===== config.mk =====
export PLATFORM = sky130hd
export DESIGN_NAME = word_serializer_flat
export DESIGN_NICKNAME = d
export VERILOG_FILES = /design/src/rtl/word_serializer_pkg.sv /design/src/rtl/word_serializer_if.sv /design/src/rtl/word_serializer_lane_select.sv /design/src/rtl/word_serializer.sv /design/src/flat_wrapper.sv
export SDC_FILE = /design/constraint.sdc
export NUM_CORES = 1
export LEC_CHECK = 0
export ABC_AREA = 1
export CORE_UTILIZATION = 30
export DETAILED_ROUTE_END_ITERATION = 10
export PLACE_DENSITY_LB_ADDON = 0.15
export SLEW_MARGIN = 10
export SYNTH_ARGS = -nofsm -noshare
export SYNTH_HDL_FRONTEND = slang
export SYNTH_SLANG_ARGS = --single-unit
export TNS_END_PERCENT = 1

===== constraint.sdc =====
create_clock -name clk -period 3.38 [get_ports clk]
set_input_delay 0.845 -clock clk [delete_from_list [all_inputs] [get_ports clk]]
set_output_delay 0.845 -clock clk [all_outputs]
set_load 0.005 [all_outputs]

===== src/rtl/word_serializer_pkg.sv =====
// Shared types and constants for the word-to-lane serializer.
package word_serializer_pkg;

  localparam int unsigned DEF_DATA_W = 32;
  localparam int unsigned DEF_LANE_W = 8;

  typedef enum logic {
    ST_IDLE,
    ST_SEND
  } state_e;

  // Lane index/count width; a single-lane configuration still needs one bit.
  function automatic int unsigned cnt_width(input int unsigned n_lanes);
    return (n_lanes > 1) ? $clog2(n_lanes) : 1;
  endfunction

endpackage


===== src/rtl/word_serializer_if.sv =====
// Word-in / lane-out handshake bundle; master is the producer+consumer side, slave is the serializer.
interface word_serializer_if #(
  parameter int unsigned DATA_W = 32,
  parameter int unsigned LANE_W = 8,
  parameter int unsigned CNT_W  = 2
);
  logic              in_valid;
  logic              in_ready;
  logic [DATA_W-1:0] in_data;
  logic              in_msb_first;
  logic [CNT_W-1:0]  in_lanes;
  logic              out_valid;
  logic              out_ready;
  logic [LANE_W-1:0] out_data;
  logic [CNT_W-1:0]  out_idx;
  logic              out_last;

  modport master (
    output in_valid, in_data, in_msb_first, in_lanes, out_ready,
    input  in_ready, out_valid, out_data, out_idx, out_last
  );

  modport slave (
    input  in_valid, in_data, in_msb_first, in_lanes, out_ready,
    output in_ready, out_valid, out_data, out_idx, out_last
  );
endinterface


===== src/rtl/word_serializer_lane_select.sv =====
// Combinational lane picker: returns lane idx of word, counted from the MSB or LSB end.
module lane_select #(
  parameter int unsigned DATA_W = 32,
  parameter int unsigned LANE_W = 8,
  parameter int unsigned CNT_W  = 2
) (
  input  logic [DATA_W-1:0] word,
  input  logic [CNT_W-1:0]  idx,
  input  logic              msb_first,
  output logic [LANE_W-1:0] lane
);
  localparam int unsigned N_LANES = DATA_W / LANE_W;

  always_comb begin
    lane = '0;
    for (int unsigned k = 0; k < N_LANES; k++) begin
      if (idx == CNT_W'(k)) begin
        lane = msb_first ? word[DATA_W-1-k*LANE_W -: LANE_W]
                         : word[k*LANE_W +: LANE_W];
      end
    end
  end
endmodule


===== src/rtl/word_serializer.sv =====
// Accepts a word, then emits its lanes one per cycle in the order and count sampled at accept.
module word_serializer
  import word_serializer_pkg::*;
#(
  parameter int unsigned DATA_W = DEF_DATA_W,
  parameter int unsigned LANE_W = DEF_LANE_W
) (
  input logic               clk,
  input logic               reset,
  word_serializer_if.slave  bus
);
  localparam int unsigned N_LANES = DATA_W / LANE_W;
  localparam int unsigned CNT_W   = cnt_width(N_LANES);

  state_e            state_q, state_d;
  logic [DATA_W-1:0] word_q, word_d;
  logic              msb_q, msb_d;
  logic [CNT_W-1:0]  lanes_q, lanes_d;
  logic [CNT_W-1:0]  cnt_q, cnt_d;

  logic              sending;
  logic              last;
  logic              fire;
  logic              accept;
  logic [CNT_W-1:0]  lanes_in;
  logic [LANE_W-1:0] lane;

  // Out-of-range lane counts only exist when N_LANES is not a power of two.
  if ((1 << CNT_W) == N_LANES) begin : g_pow2
    assign lanes_in = bus.in_lanes;
  end else begin : g_clamp
    assign lanes_in = (bus.in_lanes > CNT_W'(N_LANES - 1)) ? CNT_W'(N_LANES - 1)
                                                            : bus.in_lanes;
  end

  lane_select #(
    .DATA_W (DATA_W),
    .LANE_W (LANE_W),
    .CNT_W  (CNT_W)
  ) u_lane_select (
    .word      (word_q),
    .idx       (cnt_q),
    .msb_first (msb_q),
    .lane      (lane)
  );

  assign sending = (state_q == ST_SEND);
  assign last    = sending && (cnt_q == lanes_q);
  assign fire    = sending && bus.out_ready;

  // Ready reopens on the final-lane transfer so a waiting word loads without a bubble.
  assign bus.in_ready  = !sending || (fire && last);
  assign accept        = bus.in_valid && bus.in_ready;

  assign bus.out_valid = sending;
  assign bus.out_data  = lane;
  assign bus.out_idx   = sending ? cnt_q : '0;
  assign bus.out_last  = last;

  always_comb begin
    state_d = state_q;
    word_d  = word_q;
    msb_d   = msb_q;
    lanes_d = lanes_q;
    cnt_d   = cnt_q;
    if (accept) begin
      state_d = ST_SEND;
      word_d  = bus.in_data;
      msb_d   = bus.in_msb_first;
      lanes_d = lanes_in;
      cnt_d   = '0;
    end else if (fire) begin
      if (last) begin
        state_d = ST_IDLE;
      end else begin
        cnt_d = cnt_q + 1'b1;
      end
    end
  end

  always_ff @(posedge clk or posedge reset) begin
    if (reset) begin
      state_q <= ST_IDLE;
      word_q  <= '0;
      msb_q   <= 1'b0;
      lanes_q <= '0;
      cnt_q   <= '0;
    end else begin
      state_q <= state_d;
      word_q  <= word_d;
      msb_q   <= msb_d;
      lanes_q <= lanes_d;
      cnt_q   <= cnt_d;
    end
  end
endmodule


===== src/flat_wrapper.sv =====
// flat-port wrapper written by rule: the top's interface ports become plain ports
module word_serializer_flat import word_serializer_pkg::*;
#(
  parameter int unsigned DATA_W = DEF_DATA_W,
  parameter int unsigned LANE_W = DEF_LANE_W
)
  (clk, reset, bus_in_valid, bus_in_data, bus_in_msb_first, bus_in_lanes, bus_out_ready, bus_in_ready, bus_out_valid, bus_out_data, bus_out_idx, bus_out_last);
  word_serializer_if #(.DATA_W(DATA_W), .LANE_W(LANE_W), .CNT_W(cnt_width(4))) bus_i ();
  input logic clk;
  input logic reset;
  input wire logic [$bits(bus_i.in_valid)-1:0] bus_in_valid;
  input wire logic [$bits(bus_i.in_data)-1:0] bus_in_data;
  input wire logic [$bits(bus_i.in_msb_first)-1:0] bus_in_msb_first;
  input wire logic [$bits(bus_i.in_lanes)-1:0] bus_in_lanes;
  input wire logic [$bits(bus_i.out_ready)-1:0] bus_out_ready;
  output wire logic [$bits(bus_i.in_ready)-1:0] bus_in_ready;
  output wire logic [$bits(bus_i.out_valid)-1:0] bus_out_valid;
  output wire logic [$bits(bus_i.out_data)-1:0] bus_out_data;
  output wire logic [$bits(bus_i.out_idx)-1:0] bus_out_idx;
  output wire logic [$bits(bus_i.out_last)-1:0] bus_out_last;
  assign bus_i.in_valid = bus_in_valid;
  assign bus_i.in_data = bus_in_data;
  assign bus_i.in_msb_first = bus_in_msb_first;
  assign bus_i.in_lanes = bus_in_lanes;
  assign bus_i.out_ready = bus_out_ready;
  assign bus_in_ready = bus_i.in_ready;
  assign bus_out_valid = bus_i.out_valid;
  assign bus_out_data = bus_i.out_data;
  assign bus_out_idx = bus_i.out_idx;
  assign bus_out_last = bus_i.out_last;
  word_serializer #(.DATA_W(DATA_W), .LANE_W(LANE_W)) u_core (.clk(clk), .reset(reset), .bus(bus_i));
endmodule

## Word-level counts from Yosys, hierarchy flattened

Index checks and enable logic that the tools add are counted.

- Register bits after elaboration: 38
- Input port bits: 39
- Output and inout port bits: 13
- Logic and storage cells: 37

- $add $sub $neg: 1
- Eq/ne operators: 5
- Mux-type cells: 15
- Reductions and logical operators: 11

Operators with widths:

| cell | number |
|---|---|
| 8-bit two-way mux | 8 |
| 2-bit two-way mux | 4 |
| 2-bit equality test (second input constant) | 2 |
| 1-bit logical AND | 4 |
| 2-bit AND reduction | 2 |
| 2-bit nonzero test | 2 |
| 1-bit two-way mux | 3 |
| 2-bit by 1-bit adder with 2-bit output (second input constant) | 1 |
| 2-bit by 1-bit equality test with 1-bit output (second input constant) | 1 |
| 2-bit equality test | 1 |
| 2-bit zero test | 1 |
| 2-bit != test (second input constant) | 1 |
| 1-bit zero test | 1 |
| 1-bit logical OR | 1 |

## Logic depth before layout (Yosys ltp)

- Word-level depth: 7
- Mapped depth: 10
- Depth with buffers taken out: 10

## By module

Synthesis repeated with hierarchy kept, for this count alone.

- Cell total of the unflattened synthesis: 358
- Area total of the unflattened synthesis: 2,487.4 um^2

By module, submodules not included:

| module | times used | cells each | area each (um^2) | sequential area each (um^2) |
|---|---|---|---|---|
| word_serializer | 1 | 199 | 1,757.9 | 950.9 |
| lane_select | 1 | 159 | 729.4 | 0.0 |

## Worst setup path before layout

Ideal clock, no wire load.

- Path kind: reg-to-output
- From: reg u_core.cnt_q[1]
- To: out bus_out_data[5]
- Arrival time: 1.406 ns
- Data required time: 2.535 ns
- Slack: 1.129 ns
- Stages on the path, launching flop included: 11
- Path buffers: 1
- Cells stage by stage: dfrtp_1 inv_2 ha_1 buf_2 nor2_2 nand3_1 nand2_1 nand2_1 nand2_1 nand2_1 nand2_1

- Longest elaborated chain between the ends: 5
- Elaborated cells on any way between the ends: 8
- Those cells by class: eq/ne (3); mux (4); reduce/logical (1)

RTL lines:

| what | line | RTL |
|---|---|---|
| start, declared | word_serializer.sv:19 | `logic [CNT_W-1:0] cnt_q, cnt_d;` |
| start signal, assigned | word_serializer.sv:93 | `cnt_q <= cnt_d;` |
| 2-bit zero test | word_serializer_lane_select.sv:17 | `if (idx == CNT_W'(k)) begin` |
| 8-bit two-way mux (3 in a row) | word_serializer_lane_select.sv:17 |  |
| 8-bit two-way mux (*) | word_serializer_lane_select.sv:17 |  |
| end, declared | flat_wrapper.sv:18 | `output wire logic [$bits(bus_i.out_data)-1:0] bus_out_data;` |

Mark *: on every way between the ends. The rest lies on a longest branch, timed or not.

## Worst setup path in the final report

- From: reg u_core.cnt_q[0]
- To: out bus_out_data[4]

The elaborated chain is that of the path after synthesis.

==> impl_metrics.yaml <==
synthesis:
  yosysTopAreaCellShare_pct: 39.2
  synth_warnings: 0
  syn_area_per_cell_um2: 6.70
  synth_nets: 405
  synth_edf_count: 0
  netlist_instances: 362
  seq_area_frac_synth_pct: 39.2
  synth_area_um2: 2420
  synth_commonest_cells: "nand2_1, inv_1, dfrtp_1"
  ys_ff_latch: 38
  ys_top_cells_by_area: "dfrtp_1, nand2_1, nand4_1"
  ys_types: 21
  yosysTopAreaCell: "dfrtp_1"
  async_flop_share_pct: 100
  synthMostInstantiatedCell: "nand2_1"
  synthFlopType: "dfrtp_1"
worst_setup_path:
  setup.worst_path.start: "u_core.cnt_q[0]"
  r2r_slack_ns: 1.45
  rr_startpoint: "u_core.cnt_q[0]"
  worstPathRequired_ns: 2.53
  critPathBufInv: 3
  slowest_stage: "clkdlybuf4s50_1"
  crit_chain: "inv_2 > ha_1 > inv_1 > a21oi_1 > o21ai_0 > nand2_1 > nand2_1 > nand2_1 > clkdlybuf4s50_1"
  timing.rr.end: "u_core.word_q[24]"
  crit_family: "buffers and inverters"
  path_class: "register to output port"
  start_kind: "register"
  max_stage_delay_ns: 0.50
  crit_top_cell: "nand2_1"
  worst_ep_arrival_time_ns: 2.36
  r2r_cells: 8
  crit_fanout: 16
  endpoint_kind: "output port"
clock_tree:
  cts_tree: "yes"
  insertion_delay_ns: 0.29
  max-clock-path-buffers: 2
  cts_num_sinks: 38
  path_clk_slew_ns: 0.07
  cts_root_buffer: "clkbuf_8"
  ctsHoldBuffers: 0
  htreeDepth: 2
  cts_buffers: 5
cells_and_area:
  seq_area_um2: 951
  syn2layout_area_growth_pct: 27.1
  final_nets: 448
  n_antenna_cell: 0
  finish.utilization_pct: 39.7
  multi_input_area_um2: 1190
  fin_cells: 507
  fillCellCount: 867
  drive_gt1_share_pct: 4.94
min_path:
  hold-path-endpoint: "u_core.word_q[12]"
  hold_path.class: "register to register"
  hp-start: "u_core.word_q[12]"
  hold_depth: 2
sta:
  hold_viol: 0
  period_share_pct: 94.7
  whs_ns: 0.472
  finalSetupViolCount: 0
  period_minus_slack_ns: 3.20
  setup_tns_ns: 0
  maxSlewHeadroom_pct: 63.0
  rsz0062_at_grt: "false"
  tightest_slew_ns: 0.554
  clock_skew_ns: 0.00598
  max_clock_freq_mhz: 312
  report.final.slew_viol_count: 0
route:
  wl_per_cell_um: 12.7
  first_pass_iters: 4
  drt_iter0_drc: 145
  vias_per_cell: 4.73
  drt_wl_total_mm: 6.44
  vias: 2396
  ant_nets: 0
  drc: 0
die:
  start_util_pct: 31.2
  io_pins: 52
  die_w_um: 91.9
  core.rowCount: 32
  dieArea_um2: 8450
  die_h_um: 91.9
  core_area_um2: 7770
power:
  seq_power_share_pct: 32.0
  ir_worst_vdd_mv: 0.627
  combPwrFrac_pct: 56.9
  intPower_uw: 1440
  p_sw_share_pct: 46.1
  clock_power_share_pct: 11.1
  power_leakage_uw: 0.00163
  p_total_uw: 2680
  switching_power_uw: 1230
  p_per_area_nw_per_um2: 868
global_route:
  grt_max_degree: 39
  grt_pass1_vias: 2201
  track_usage_pct: 16.2
  antenna_found_initial: 0
  grt_pass1_wl_mm: 10.8
  grt-ovfl-total: 0
run_status:
  status: "complete, no violations"
placed_design:
  portBuffers: 51
  placed_cells: 498
  dp_hpwl_mm: 4.46
  gp_congestion: 0.849
run:
  maxCapViolCount: 0
## repair_timing
item	in CTS	in global routing
setup endpoints to repair	0	8
buffers inserted	0	2
resized for setup	0	2
hold endpoints to repair	0	0
## layout by cell type (no fill, tap or decap)
| cell type | n |
|---|---|
| nand3_1 | 16 |
| ha_1 | 4 |
| clkdlybuf4s50_1 | 51 |
| nand4_1 | 36 |
| dfrtp_1 | 38 |
| a21oi_1 | 16 |
| inv_2 | 2 |
| nor2_4 | 1 |
| nand2_4 | 1 |
| nand2_1 | 160 |
| nand2_2 | 1 |
| clkinvlp_4 | 1 |
| inv_1 | 40 |
| nand3_4 | 1 |
| clkbuf_8 | 5 |
| buf_4 | 8 |
| o21ai_0 | 17 |
| clkbuf_1 | 2 |
| o2111ai_1 | 1 |
| nor2_1 | 4 |
## layer usage
metal	global-route usage, %	vias to the layer above	wire (µm)
li1	-	1239	-
met1	23.2	1098	3150
met2	25.3	52	2930
met3	2.82	7	288
met4	4.30	0	72
met5	0	-	0
## cells by family after synthesis
family,Yosys count,share of synthesized area [%]
and+or+nand+nor,220,39.7
buffers and inverters,66,11.9
DFF,38,39.2
AOI/OAI and AO/OA,34,7.17
adders and majority gates,4,2.06
## final cells by class
class	instances	area share [%]
Clock buffer	7	2.48
Inverter	43	5.36
Multi-Input combinational cell	258	38.7
Sequential cell	38	30.9
Tap cell	102	4.14
Timing Repair Buffer	59	18.5
## metrics by stage
step,instance area (µm²),setup slack [ns]
6_report,3080,0.178
2_1_floorplan,2420,1.13
3_5_place_dp,2980,0.376
4_1_cts,3060,0.0537
3_3_place_gp,2980,0.394
5_1_grt,3080,0.0339
## power groups by stage
stage | Clock, µW | Combinational, µW | Sequential (µW)
floorplan | 0 | 1060 | 779
global placement | 0 | 1490 | 860
detailed placement | 0 | 1510 | 864
CTS | 306 | 1520 | 857
global route | 321 | 1750 | 894
finish | 297 | 1520 | 857
## state kept, by name, summed over array words and instances (netlist names)
name,flops
u_core.bus.out_valid,1
u_core.lanes_q,2
u_core.cnt_q,2
u_core.word_q,32
u_core.msb_q,1
## worst max-delay path by stage
stage	endpoint	slack (ns)	depth (start not counted)
after floorplan	bus_out_data[5]	1.13	10
after global placement	bus_in_ready	0.39	4
after detailed placement	bus_out_data[7]	0.38	9
after CTS	bus_out_data[7]	0.05	9
after global routing	bus_out_data[4]	0.03	9
final	bus_out_data[4]	0.18	9
## worst reg2reg max path: stages, from the launching register on
cell and delay [ns]:
dfrtp_1 0.46, inv_2 0.12, nand2_1 0.06, nand2_1 0.09
nand2_2 0.09, nand2_4 0.31, nand3_4 0.43, nand2_1 0.20
nand2_1 0.06
Note: power is estimated with default switching activity, not from simulation.
